<file path="src/rtl/router_pkg.sv">
// Shared definitions for the router output-port reader: FSM state encoding,
// header field positions, port addresses and the strobe-delay bound.
package router_pkg;

   typedef enum logic [2:0] {
      S_IDLE,
      S_WAIT,
      S_HDR_RD,
      S_HDR_CAP,
      S_BODY,
      S_DONE
   } state_e;

   // Header layout: [7:2] payload length, [1:0] destination address
   localparam int LEN_MSB  = 7;
   localparam int LEN_LSB  = 2;
   localparam int ADDR_MSB = 1;
   localparam int ADDR_LSB = 0;

   localparam logic [1:0] ADDR_P0 = 2'd0;
   localparam logic [1:0] ADDR_P1 = 2'd1;
   localparam logic [1:0] ADDR_P2 = 2'd2;

   // Longest strobe delay that still stays clear of the router's 30-cycle
   // unread-timeout soft reset
   localparam int MAX_WAIT = 29;

   // Bytes still to read after the header: payload plus parity byte.
   // Done in 7 bits so len=63 gives 64 without wrapping.
   function automatic logic [6:0] hdr_len_plus1(input logic [7:0] hdr);
      return {1'b0, hdr[LEN_MSB:LEN_LSB]} + 7'd1;
   endfunction

endpackage

</file>
<file path="src/rtl/router_parity_chk.sv">
// Running XOR over header and payload bytes; compares the trailing parity
// byte against the accumulated value.
module router_parity_chk (
   input  logic       clock,
   input  logic       resetn,
   input  logic       clr_i,
   input  logic       load_i,
   input  logic       acc_i,
   input  logic [7:0] data_i,
   output logic       mismatch_o
);

   logic [7:0] par_q;

   // Accumulator: clear has priority, then load (header), then XOR (payload)
   always_ff @(posedge clock or negedge resetn) begin
      // NOTE: sequential state is written with <= only, so every reader in this
      // clock domain sees the pre-edge value regardless of block ordering.
      if (!resetn) begin
         par_q <= 8'h00;
      end else if (clr_i) begin
         par_q <= 8'h00;
      end else if (load_i) begin
         par_q <= data_i;
      end else if (acc_i) begin
         par_q <= par_q ^ data_i;
      end
   end

   assign mismatch_o = (data_i != par_q);

endmodule

</file>
<file path="src/rtl/router_port_reader.sv">
// Destination-side reader for one router output port: waits a bounded delay
// after the FIFO goes non-empty, strobes out one packet (header, payload,
// parity), streams the payload and flags address and parity errors.
module router_port_reader
   import router_pkg::*;
#(
   parameter logic [1:0] PORT_ADDR   = ADDR_P0,
   parameter int         WAIT_CYCLES = 4
) (
   input  logic       clock,
   input  logic       resetn,
   input  logic       vld_in,
   input  logic [7:0] data_in,
   input  logic       soft_reset_in,
   output logic       read_enb,
   output logic       busy,
   output logic [5:0] pkt_len,
   output logic [7:0] byte_out,
   output logic       byte_valid,
   output logic       pkt_done,
   output logic       parity_err,
   output logic       addr_err,
   output logic       abort
);

   localparam int         WCNT_W    = $clog2(MAX_WAIT + 1);
   localparam logic [WCNT_W-1:0] WAIT_LAST =
      (WAIT_CYCLES > 0) ? WCNT_W'(WAIT_CYCLES - 1) : '0;

   state_e            state_q;
   logic [WCNT_W-1:0] wait_cnt_q;
   logic [6:0]        issue_rem_q;   // strobes still to issue after the header
   logic [6:0]        recv_rem_q;    // bytes still to capture after the header
   logic              pend_q;        // a body strobe was issued last cycle
   logic [5:0]        pkt_len_q;
   logic [7:0]        byte_out_q;
   logic              byte_valid_q;
   logic              pkt_done_q;
   logic              parity_err_q;
   logic              addr_err_q;
   logic              abort_q;

   logic rd_strobe;
   logic sr_hit;
   logic capture;
   logic par_load;
   logic par_acc;
   logic par_mismatch;

   // Read strobe: only in HDR_RD/BODY, only with data available; a soft reset
   // in the same cycle suppresses it
   always_comb begin
      // NOTE: default assignment first so no path leaves rd_strobe unassigned
      // (which would infer a latch).
      rd_strobe = 1'b0;
      if (!soft_reset_in) begin
         case (state_q)
            S_HDR_RD: rd_strobe = vld_in;
            S_BODY:   rd_strobe = vld_in && (issue_rem_q != 7'd0);
            default:  rd_strobe = 1'b0;
         endcase
      end
   end

   assign sr_hit   = soft_reset_in && (state_q != S_IDLE);
   assign capture  = (state_q == S_BODY) && pend_q && !soft_reset_in;
   assign par_load = (state_q == S_HDR_CAP) && !soft_reset_in;
   assign par_acc  = capture && (recv_rem_q > 7'd1);

   router_parity_chk u_parity (
      .clock      (clock),
      .resetn     (resetn),
      .clr_i      (sr_hit),
      .load_i     (par_load),
      .acc_i      (par_acc),
      .data_i     (data_in),
      .mismatch_o (par_mismatch)
   );

   // Packet-drain FSM with all status outputs registered
   always_ff @(posedge clock or negedge resetn) begin
      if (!resetn) begin
         state_q      <= S_IDLE;
         wait_cnt_q   <= '0;
         issue_rem_q  <= 7'd0;
         recv_rem_q   <= 7'd0;
         pend_q       <= 1'b0;
         pkt_len_q    <= 6'd0;
         byte_out_q   <= 8'h00;
         byte_valid_q <= 1'b0;
         pkt_done_q   <= 1'b0;
         parity_err_q <= 1'b0;
         addr_err_q   <= 1'b0;
         abort_q      <= 1'b0;
      end else begin
         byte_valid_q <= 1'b0;
         pkt_done_q   <= 1'b0;
         abort_q      <= 1'b0;
         if (sr_hit) begin
            state_q      <= S_IDLE;
            abort_q      <= 1'b1;
            wait_cnt_q   <= '0;
            issue_rem_q  <= 7'd0;
            recv_rem_q   <= 7'd0;
            pend_q       <= 1'b0;
            parity_err_q <= 1'b0;
            addr_err_q   <= 1'b0;
         end else begin
            case (state_q)
               S_IDLE: begin
                  if (vld_in) begin
                     wait_cnt_q <= '0;
                     state_q    <= (WAIT_CYCLES == 0) ? S_HDR_RD : S_WAIT;
                  end
               end
               S_WAIT: begin
                  wait_cnt_q <= wait_cnt_q + 1'b1;
                  if (wait_cnt_q == WAIT_LAST) state_q <= S_HDR_RD;
               end
               S_HDR_RD: begin
                  if (rd_strobe) state_q <= S_HDR_CAP;
               end
               S_HDR_CAP: begin
                  pkt_len_q   <= data_in[LEN_MSB:LEN_LSB];
                  addr_err_q  <= (data_in[ADDR_MSB:ADDR_LSB] != PORT_ADDR);
                  issue_rem_q <= hdr_len_plus1(data_in);
                  recv_rem_q  <= hdr_len_plus1(data_in);
                  pend_q      <= 1'b0;
                  state_q     <= S_BODY;
               end
               S_BODY: begin
                  pend_q <= rd_strobe;
                  if (rd_strobe) issue_rem_q <= issue_rem_q - 7'd1;
                  if (capture) begin
                     recv_rem_q <= recv_rem_q - 7'd1;
                     if (recv_rem_q > 7'd1) begin
                        byte_out_q   <= data_in;
                        byte_valid_q <= 1'b1;
                     end else begin
                        parity_err_q <= par_mismatch;
                        pkt_done_q   <= 1'b1;
                        state_q      <= S_DONE;
                     end
                  end
               end
               S_DONE: begin
                  parity_err_q <= 1'b0;
                  addr_err_q   <= 1'b0;
                  state_q      <= S_IDLE;
               end
               default: state_q <= S_IDLE;
            endcase
         end
      end
   end

   assign read_enb   = rd_strobe;
   assign busy       = (state_q != S_IDLE);
   assign pkt_len    = pkt_len_q;
   assign byte_out   = byte_out_q;
   assign byte_valid = byte_valid_q;
   assign pkt_done   = pkt_done_q;
   assign parity_err = parity_err_q;
   assign addr_err   = addr_err_q;
   assign abort      = abort_q;

endmodule

</file>
<file path="config.mk">
export PLATFORM = sky130hd
export DESIGN_NAME = router_port_reader
export DESIGN_NICKNAME = d
export VERILOG_FILES = /design/src/rtl/router_pkg.sv /design/src/rtl/router_parity_chk.sv /design/src/rtl/router_port_reader.sv
export SDC_FILE = /design/constraint.sdc
export NUM_CORES = 1
export LEC_CHECK = 0
export ABC_AREA = 1
export CAP_MARGIN = 20
export CORE_ASPECT_RATIO = 1.75
export CORE_MARGIN = 3
export CORE_UTILIZATION = 65
export CTS_BUF_LIST = sky130_fd_sc_hd__clkbuf_16
export CTS_CLUSTER_DIAMETER = 80
export DETAILED_ROUTE_END_ITERATION = 6
export DONT_BUFFER_PORTS = 1
export GPL_TIMING_DRIVEN = 0
export PLACE_DENSITY = 0.86
export SYNTH_ARGS = -nofsm -noshare
export SYNTH_HDL_FRONTEND = slang
export SYNTH_HIERARCHICAL = 1
export SYNTH_SLANG_ARGS = --single-unit
</file>
<file path="constraint.sdc">
create_clock -name clock -period 3.8 [get_ports clock]
set_input_delay 0.38 -clock clock [delete_from_list [all_inputs] [get_ports clock]]
set_output_delay 0.38 -clock clock [all_outputs]
set_load 0.005 [all_outputs]
</file>
==> results.py, run 1 <==
metrics = {
    "floorplan": {
        "design.core.area_um2": 4444,
        "dieArea_um2": 5562,
        "die_h_um": 96.44,
        "rows": 32,
        "io_pins": 33,
        "initial_utilization_pct": 68.36,
        "die_w_um": 57.68,
    },
    "power_and_ir_drop": {
        "vdd_drop_max_uv": 464.3,
        "seqPwrFrac_pct": 38.5,
        "comb_power_share_pct": 41.3,
        "p_total_mw": 2.150,
        "leakagePower_nw": 1.773,
        "clkPwrFrac_pct": 20.3,
        "power_density_nw_per_um2": 655.2,
        "switching_share_pct": 42.89,
        "cell_internal_pwr_mw": 1.228,
        "p_sw_mw": 0.9220,
    },
    "synthesis": {
        "yosys_warnings": 6,
        "synth.most_common_cell": "nand2_1",
        "synth_commonest_cells": "143 x nand2_1, 60 x inv_1, 50 x dfrtp_1",
        "syn_inst": 424,
        "syn-num-nets": 442,
        "synth_area_leader_cell": "dfrtp_1",
        "synth_edf_count": 0,
        "ys_async_sr_fraction_pct": 100.0,
        "ys_top_cells_by_area": "dfrtp_1 41%, nand2_1 18%, inv_1 7.4%",
        "synth_top_area_share_pct": 41.19,
        "synth-seq-area-share_pct": 41.19,
        "syn_area_per_cell_um2": 7.165,
        "ys.flop_type": "dfrtp_1",
        "netlist_area_um2": 3038,
        "yosysUniqueCellTypes": 32,
        "synth-seq-cells": 50,
    },
    "timing": {
        "final.setup.tns_ns": 0,
        "fin_crit_ns": 2.194,
        "whs_ns": 0.2526,
        "drv_slew": 0,
        "finalSetupViolCount": 0,
        "worst_pin_slew_ns": 0.5606,
        "fin_skew_ns": 0.004743,
        "slew_headroom_pct": 62.43,
        "fmax_mhz": 455.7,
        "final_hold_viol_count": 0,
        "finalCritPeriodShare_pct": 57.75,
        "grt_setup_unrepaired": "no",
        "setup_ws_ns": 1.606,
    },
    "critical_path": {
        "critPathLaunchType": "flip-flop",
        "critPathMaxFanout": 10,
        "worstPathArrival_ns": 2.42,
        "critPathRequiredTime_ns": 4.03,
        "crit_type": "reg2reg",
        "endpoint_kind": "flip-flop",
    },
    "placed_design": {
        "place_ws_ns": 1.656,
        "place.gp.congestion": 0.9030,
        "port_buffers": 0,
        "dp_hpwl_mm": 5.275,
    },
    "route": {
        "routedWlPerCell_um": 14.71,
        "wl_met3_um": 246,
        "highest_layer": "met4",
        "wl_mm": 7.134,
        "drc": 0,
        "met2WireLength_mm": 3.989,
        "dr_total_vias": 2690,
        "wirelength_met1_mm": 2.729,
        "ant_nets": 0,
        "drtPass1Iterations": 5,
        "via_per_inst": 5.546,
        "drtIter0Drc": 133,
    },
    "run": {
        "maxCapViolations": 0,
    },
    "global_routing": {
        "antenna_found_initial": 0,
        "grt_overflow": 0,
        "grt_max_degree": 51,
        "grt_pass1_vias": 2623,
        "grt_pass1_wl_mm": 12.02,
        "track_usage_pct": 27.84,
    },
    "clocking": {
        "clock_sinks": 50,
        "cts_tree": "yes",
        "clk_pin_slew_worst_paths_ns": 0.07,
        "numCtsBuffers": 5,
        "cts_root_buf": "clkbuf_16",
        "cts_max_level": 2,
        "post_cts_buffers": 0,
        "clockBufferDepth": 2,
        "worstSkewPairLatency_ns": 0.29,
    },
    "finish": {
        "nets": 451,
        "num_antenna_cells": 0,
        "drive_above_1_share_pct": 8.986,
        "area_delta_synth_final_pct": 7.990,
        "fill_cells": 339,
    },
    "outcome": {
        "status": "finished, final reports clean",
    },
    "worst_hold_path": {
        "hp-class": "in2reg",
    },
}
[metal layers]
| metal | up-vias | GRT usage, % |
|---|---|---|
| met5 | - | 0 |
| met4 | 0 | 13.73 |
| met3 | 17 | 4.521 |
| met2 | 62 | 51.23 |
| met1 | 1262 | 30.23 |
| li1 | 1349 | - |
[cells in the final DEF (no fill, tap or decap), types with 3 or more instances in the layout]
master / synthesis / layout
a21oi_1: 13 / 13
buf_6: 3 / 3
clkbuf_16: 0 / 5
dfrtp_1: 50 / 50
ha_1: 6 / 6
inv_1: 60 / 60
inv_2: 3 / 3
nand2_1: 143 / 143
nand2_2: 5 / 5
nand3_1: 26 / 26
nand4_1: 5 / 5
nor2_1: 41 / 41
nor2_4: 3 / 3
nor3_1: 3 / 3
o21ai_0: 16 / 16
o21ai_1: 18 / 18
o22ai_1: 4 / 4
[cell type report]
cell class                 instances  area (um2)  share of cell area (%)
buffer                             7       58.81                   1.793
clock buffer                       5       125.1                   3.814
clock inverter                     3       16.27                  0.4958
inverter                          65       249.0                   7.590
multi-input combinational        302        1479                   45.08
sequential                        50        1251                   38.14
tap                               51       63.81                   1.945
timing repair buffer               2       37.54                   1.144
[registers in the layout, indices dropped and copies added (netlist names), 3 cells and up]
signal,count
state_q,3
u_parity/par_q,8
wait_cnt_q,5
recv_rem_q,7
pkt_len,6
issue_rem_q,7
byte_out,8
[power groups by stage]
stage	Combinational (mW)	Clock [mW]	Sequential [mW]
floorplan	0.701	0	0.793
global placement	0.826	0	0.827
detailed placement	0.857	0	0.835
CTS	0.880	0.440	0.827
global route	1.02	0.458	0.846
finish	0.887	0.436	0.827
[worst paths after layout]
kind / to / slack [ns] / start / cells past startpoint
worst max-delay path: u_parity/par_q[7] / 1.61 / recv_rem_q[2] / 12
worst min-delay path: pkt_len[0] / 0.25 / data_in[2] / 2
worst max register to register: u_parity/par_q[7] / 1.61 / recv_rem_q[2] / 12
worst min register to register: issue_rem_q[0] / 0.49 / issue_rem_q[0] / 2
max in group asynchronous: pkt_len[5] / 2.97 / resetn / 2
min in group asynchronous: recv_rem_q[5] / 0.61 / resetn / 2
[logic make-up after synthesis]
| kind of cell | synth area share, % |
|---|---|
| buffers and inverters | 10.13 |
| DFF | 41.19 |
| xor gates and xnor gates | 0.8651 |
| and+or+nand+nor | 33.77 |
| AOI/OAI and AO/OA | 11.57 |
| adders and majority gates | 2.471 |
[worst max-delay path, cell delays in order, from the launching register on]
cell	delay [ns]
dfrtp_1	0.40
inv_1	0.10
nand3_1	0.14
inv_1	0.10
nand2_1	0.10
nand2_1	0.08
inv_1	0.07
nand3_4	0.12
buf_2	0.26
inv_1	0.10
nor3_2	0.44
nand2_1	0.11
nand2_1	0.09
[stage by stage]
stage | utilization, % | cell area [um2] | std cells
finish | 73.82 | 3281 | 485
global route | 73.82 | 3281 | 485
floorplan | - | 3038 | 424
global placement | 69.79 | 3102 | 475
CTS | 73.82 | 3281 | 485
detailed placement | 69.79 | 3102 | 475
[timing repair]
| action | CTS | global route |
|---|---|---|
| resized for setup | 0 | 0 |
| hold buffers | 2 | 0 |
| hold endpoints to repair | 50 | 0 |
No activity file was read; power rests on OpenSTA's default activity.
==> inputs of run 2 (changes only) <==
CORE_UTILIZATION = 57   (was 65)
PLACE_DENSITY = 0.8   (was 0.86)
clock period = 2 ns   (was 3.8 ns; I/O delays follow)
==> results.py, run 2 (same netlist as run 1, synthesis figures left out) <==
metrics = {
    "outcome": {
        "status": "finished, final reports clean",
    },
    "timing": {
        "fin_crit_ns": 1.771,
        "worst_pin_slew_ns": 0.4802,
        "finalCritPeriodShare_pct": 88.55,
        "finalSetupViolCount": 0,
        "drv_slew": 0,
        "fin_skew_ns": 0.003451,
        "grt_setup_unrepaired": "no",
        "fmax_mhz": 564.6,
        "slew_headroom_pct": 67.65,
        "final_hold_viol_count": 0,
    },
    "clocking": {
        "clk_pin_slew_worst_paths_ns": 0.06,
        "cts_root_buf": "clkbuf_16",
        "cts_max_level": 2,
        "numCtsBuffers": 5,
        "worstSkewPairLatency_ns": 0.29,
        "cts_tree": "yes",
        "clockBufferDepth": 2,
        "clock_sinks": 50,
    },
    "finish": {
        "mostFrequentLayoutCell": "nand2_1",
        "nets": 453,
        "seq_area_um2": 1251,
        "num_antenna_cells": 0,
        "area_delta_synth_final_pct": 9.391,
        "multiInputGateArea_um2": 1500,
        "final_cell_mix": "143 x nand2_1, 60 x inv_1, 50 x dfrtp_1",
        "fill_cells": 452,
        "drive_above_1_share_pct": 9.447,
        "fin_cells": 488,
    },
    "global_routing": {
        "grt_pass1_vias": 2672,
        "grt_max_degree": 51,
        "grt_overflow": 0,
        "grt_pass1_wl_mm": 11.80,
        "antenna_found_initial": 0,
        "track_usage_pct": 25.16,
    },
    "critical_path": {
        "reg2regPathDepth": 9,
        "crit_type": "reg2reg",
        "worstPathArrival_ns": 1.95,
        "endpoint_kind": "flip-flop",
        "critPathMaxFanout": 10,
        "critPathLaunchType": "flip-flop",
        "rr_startpoint": "state_q[2]",
        "critPathRequiredTime_ns": 2.18,
        "startpoint": "state_q[2]",
    },
    "power_and_ir_drop": {
        "clkPwrFrac_pct": 19.4,
        "comb_power_share_pct": 42.1,
        "seqPwrFrac_pct": 38.5,
        "vdd_drop_max_uv": 712.5,
        "cell_internal_pwr_mw": 2.358,
        "p_sw_mw": 1.710,
        "power_density_nw_per_um2": 1224,
        "switching_share_pct": 42.03,
        "p_total_mw": 4.068,
        "leakagePower_nw": 1.788,
    },
    "placed_design": {
        "port_buffers": 0,
        "dp_hpwl_mm": 5.230,
        "place_inst": 478,
        "place.gp.congestion": 0.9302,
    },
    "floorplan": {
        "io_pins": 33,
        "dieArea_um2": 6276,
        "die_w_um": 61.19,
        "die_h_um": 102.6,
        "initial_utilization_pct": 60.01,
        "design.core.area_um2": 5062,
        "rows": 34,
    },
    "route": {
        "ant_nets": 0,
        "dr_total_vias": 2669,
        "drtPass1Iterations": 4,
        "via_per_inst": 5.469,
        "wl_mm": 6.915,
        "drc": 0,
        "drtIter0Drc": 122,
        "routedWlPerCell_um": 14.17,
    },
    "worst_hold_path": {
        "hp-start": "data_in[1]",
        "hp-class": "in2reg",
        "worstHoldPathCells": 2,
    },
    "run": {
        "maxCapViolations": 0,
    },
}
-- run 2: cell count changes in the layout (fill, tap and decap cells not counted), sizes merged --
cell	previous run	this run
buf	8	10
clkinv	3	1
-- run 2: final timing paths --
check / endpoint / slack, ns
max: u_parity/par_q[0] / 0.23
min: byte_out[1] / 0.07
max reg2reg: u_parity/par_q[0] / 0.23
min reg2reg: issue_rem_q[0] / 0.49
max in group asynchronous: issue_rem_q[4] / 1.35
min in group asynchronous: pkt_len[5] / 0.42
-- run 2: what timing repair did --
action	4_1_cts	5_1_grt
gates resized for setup	3	1
endpoints found under the setup margin	8	8
buffers inserted	1	2
hold endpoints to repair	50	0
hold buffers	2	0
pin swaps	1	0
-- run 2: through the flow --
stage | utilization (%) | worst slack (ns) | setup TNS (ns) | area, um2 | hold WS, ns
2_1_floorplan | - | 0.3236 | 0 | 3038 | -0.09559
3_3_place_gp | 61.34 | -0.1026 | -0.7930 | 3105 | -0.09369
3_5_place_dp | 61.34 | -0.1493 | -1.075 | 3105 | -0.09354
4_1_cts | 65.25 | 0.1483 | 0 | 3303 | 0.06242
5_1_grt | 65.65 | 0.08225 | 0 | 3323 | 0.06650
6_report | 65.65 | 0.2290 | 0 | 3323 | 0.06548
-- run 2: area by class of cell --
class / count / area share, %
multi-input combinational: 302 / 45.14
sequential: 50 / 37.65
inverter: 65 / 7.492
clock buffer: 5 / 3.765
timing repair buffer: 5 / 2.184
tap: 54 / 2.033
buffer: 6 / 1.619
clock inverter: 1 / 0.1130
-- run 2: power groups by stage --
stage / clock [mW] / combinational [mW] / sequential [mW]
finish: 0.789 / 1.71 / 1.57
detailed placement: 0 / 1.62 / 1.58
CTS: 0.811 / 1.71 / 1.57
global route: 0.853 / 1.98 / 1.60
global placement: 0 / 1.57 / 1.57
floorplan: 0 / 1.33 / 1.51
-- run 2: per-layer routing --
metal / part of all wire, % / global-route usage, % / routed length, um / vias up
li1: - / - / - / 1351
met1: 39 / 27.53 / 2696 / 1248
met2: 54 / 44.62 / 3747 / 54
met3: 3.9 / 5.013 / 267 / 16
met4: 3.0 / 12.02 / 204 / 0
met5: 0 / 0 / 0 / -
-- run 2: worst max-delay path: stages (launching register included) --
cell	delay, ns
dfrtp_1	0.46
inv_2	0.16
nand3_1	0.25
nor2_4	0.28
inv_2	0.11
buf_6	0.16
nor2_1	0.08
nor2_1	0.05
nand2_1	0.07
nand2_1	0.05
==> inputs of run 3 (changes only) <==
SETUP_SLACK_MARGIN = 0.4   (was default)
==> results.py, run 3 (same netlist as run 1, synthesis figures left out) <==
metrics = {
    "floorplan": {
        "die_w_um": 61.19,
        "die_h_um": 102.6,
        "design.core.area_um2": 5062,
        "initial_utilization_pct": 60.01,
        "io_pins": 33,
        "rows": 34,
        "dieArea_um2": 6276,
    },
    "timing": {
        "finalCritPeriodShare_pct": 84.16,
        "fin_crit_ns": 1.683,
        "fmax_mhz": 594.1,
        "final.setup.tns_ns": 0,
        "worst_pin_slew_ns": 0.4113,
        "whs_ns": 0.06852,
        "grt_setup_unrepaired": "yes",
        "fin_skew_ns": 0.005172,
        "final_hold_viol_count": 0,
        "finalSetupViolCount": 0,
        "drv_slew": 0,
        "slew_headroom_pct": 72.29,
    },
    "finish": {
        "mostFrequentLayoutCell": "nand2_1",
        "fill_cells": 367,
        "num_antenna_cells": 0,
        "area_delta_synth_final_pct": 21.54,
        "drive_above_1_share_pct": 24.46,
        "final_cell_mix": "133 x nand2_1, 46 x inv_1, 46 x dfrtp_1",
        "nets": 480,
    },
    "critical_path": {
        "worstPathBufferInverterCount": 3,
        "critPathRequiredTime_ns": 2.18,
        "crit_chain": "nor2_2 -> nand4_1 -> nand2_1 -> inv_2 -> nand3_4 -> buf_8 -> inv_6 -> o21bai_4 -> nor2_1 -> nand2_1 -> nand2_1",
        "rr_startpoint": "recv_rem_q[4]",
        "cp_top_family": "simple AND/OR/NAND/NOR gates",
        "critPathLaunchType": "flip-flop",
        "critPathMaxFanout": 8,
        "rrSetupSlack_ns": 0.32,
        "cp.depth": 11,
        "slowest_delay_ns": 0.43,
        "slowest_stage": "dfrtp_1",
        "worstPathArrival_ns": 1.87,
        "endpoint_kind": "flip-flop",
        "crit_type": "reg2reg",
        "startpoint": "recv_rem_q[4]",
        "cp-endpoint": "u_parity/par_q[3]",
        "reg2regPathDepth": 11,
        "cpMostUsedCell": "nand2_1",
        "r2r-end": "u_parity/par_q[3]",
    },
    "route": {
        "wl_met3_um": 324,
        "via_per_inst": 5.585,
        "drtIter0Drc": 166,
        "drtPass1Iterations": 5,
        "met2WireLength_mm": 4.365,
        "dr_total_vias": 2882,
        "ant_nets": 0,
        "highest_layer": "met4",
        "routedWlPerCell_um": 15.60,
        "wirelength_met1_mm": 2.947,
        "wl_mm": 8.049,
        "drc": 0,
    },
    "worst_hold_path": {
        "hp-class": "in2reg",
        "hp-start": "data_in[0]",
    },
    "global_routing": {
        "track_usage_pct": 27.47,
        "antenna_found_initial": 0,
        "grt_pass1_wl_mm": 13.07,
        "grt_overflow": 0,
        "grt_max_degree": 51,
        "grt_pass1_vias": 2867,
    },
    "placed_design": {
        "place.gp.congestion": 0.9261,
        "dp_hpwl_mm": 5.135,
        "port_buffers": 0,
    },
    "run": {
        "maxCapViolations": 0,
    },
    "clocking": {
        "clock_sinks": 50,
        "worstSkewPairLatency_ns": 0.29,
        "numCtsBuffers": 5,
        "cts_tree": "yes",
        "cts_root_buf": "clkbuf_16",
        "cts_max_level": 2,
        "clockBufferDepth": 2,
        "clk_pin_slew_worst_paths_ns": 0.06,
    },
    "power_and_ir_drop": {
        "vdd_drop_max_uv": 651.2,
        "leakagePower_nw": 1.925,
        "power_density_nw_per_um2": 1286,
        "p_total_mw": 4.747,
    },
    "outcome": {
        "status": "finished, final reports clean",
    },
}
## run 3: worst reg2reg max path: stages (launching register included)
cell and delay [ns]:
dfrtp_1 0.43, nor2_2 0.18, nand4_1 0.15, nand2_1 0.11
inv_2 0.05, nand3_4 0.07, buf_8 0.11, inv_6 0.04
o21bai_4 0.26, nor2_1 0.08, nand2_1 0.06, nand2_1 0.04
## run 3: layout make-up
type | count | area (um2) | share of cell area (%)
inverter | 65 | 254.0 | 6.879
sequential | 50 | 1256 | 34.02
buffer | 7 | 68.82 | 1.864
multi-input combinational | 302 | 1638 | 44.36
timing repair buffer | 31 | 275.3 | 7.455
tap | 54 | 67.56 | 1.830
clock inverter | 2 | 7.507 | 0.2033
clock buffer | 5 | 125.1 | 3.389
## run 3: routing by layer
metal	GRT usage, %	vias to the layer above
li1	-	1410
met3	4.637	36
met2	46.90	95
met5	0	-
met4	16.03	0
met1	30.96	1341
## run 3: worst min-delay path by stage
stage / endpoint / depth (start not counted)
after floorplan: abort / 0
after global placement: pkt_len[4] / 0
after detailed placement: pkt_len[4] / 0
after CTS: byte_out[0] / 2
after global routing: pkt_len[0] / 2
final: byte_out[0] / 2
## run 3: power breakdown
part           leakage [nW]  switching [mW]  internal [mW]
clock network        0.0723           0.356          0.448
logic                  1.20            1.37          0.955
registers             0.658           0.308           1.31
total                  1.93            2.04           2.71
## run 3: repair_timing
| action | in CTS | in global routing |
|---|---|---|
| gates resized for setup | 20 | 40 |
| buffers inserted | 20 | 9 |
| endpoints found under the hold margin | 50 | 0 |
| hold buffers | 2 | 0 |
| setup endpoints to repair | 22 | 25 |
| pin swaps | 7 | 14 |
## run 3: through the flow
step	worst slack, ns	util, %	area [um2]	std cells
4_1_cts	0.4035	69.28	3507	507
3_5_place_dp	0.07673	61.72	3124	478
5_1_grt	0.2185	72.94	3692	516
3_3_place_gp	0.1021	61.72	3124	478
2_1_floorplan	0.4001	-	3057	424
6_report	0.3167	72.94	3692	516
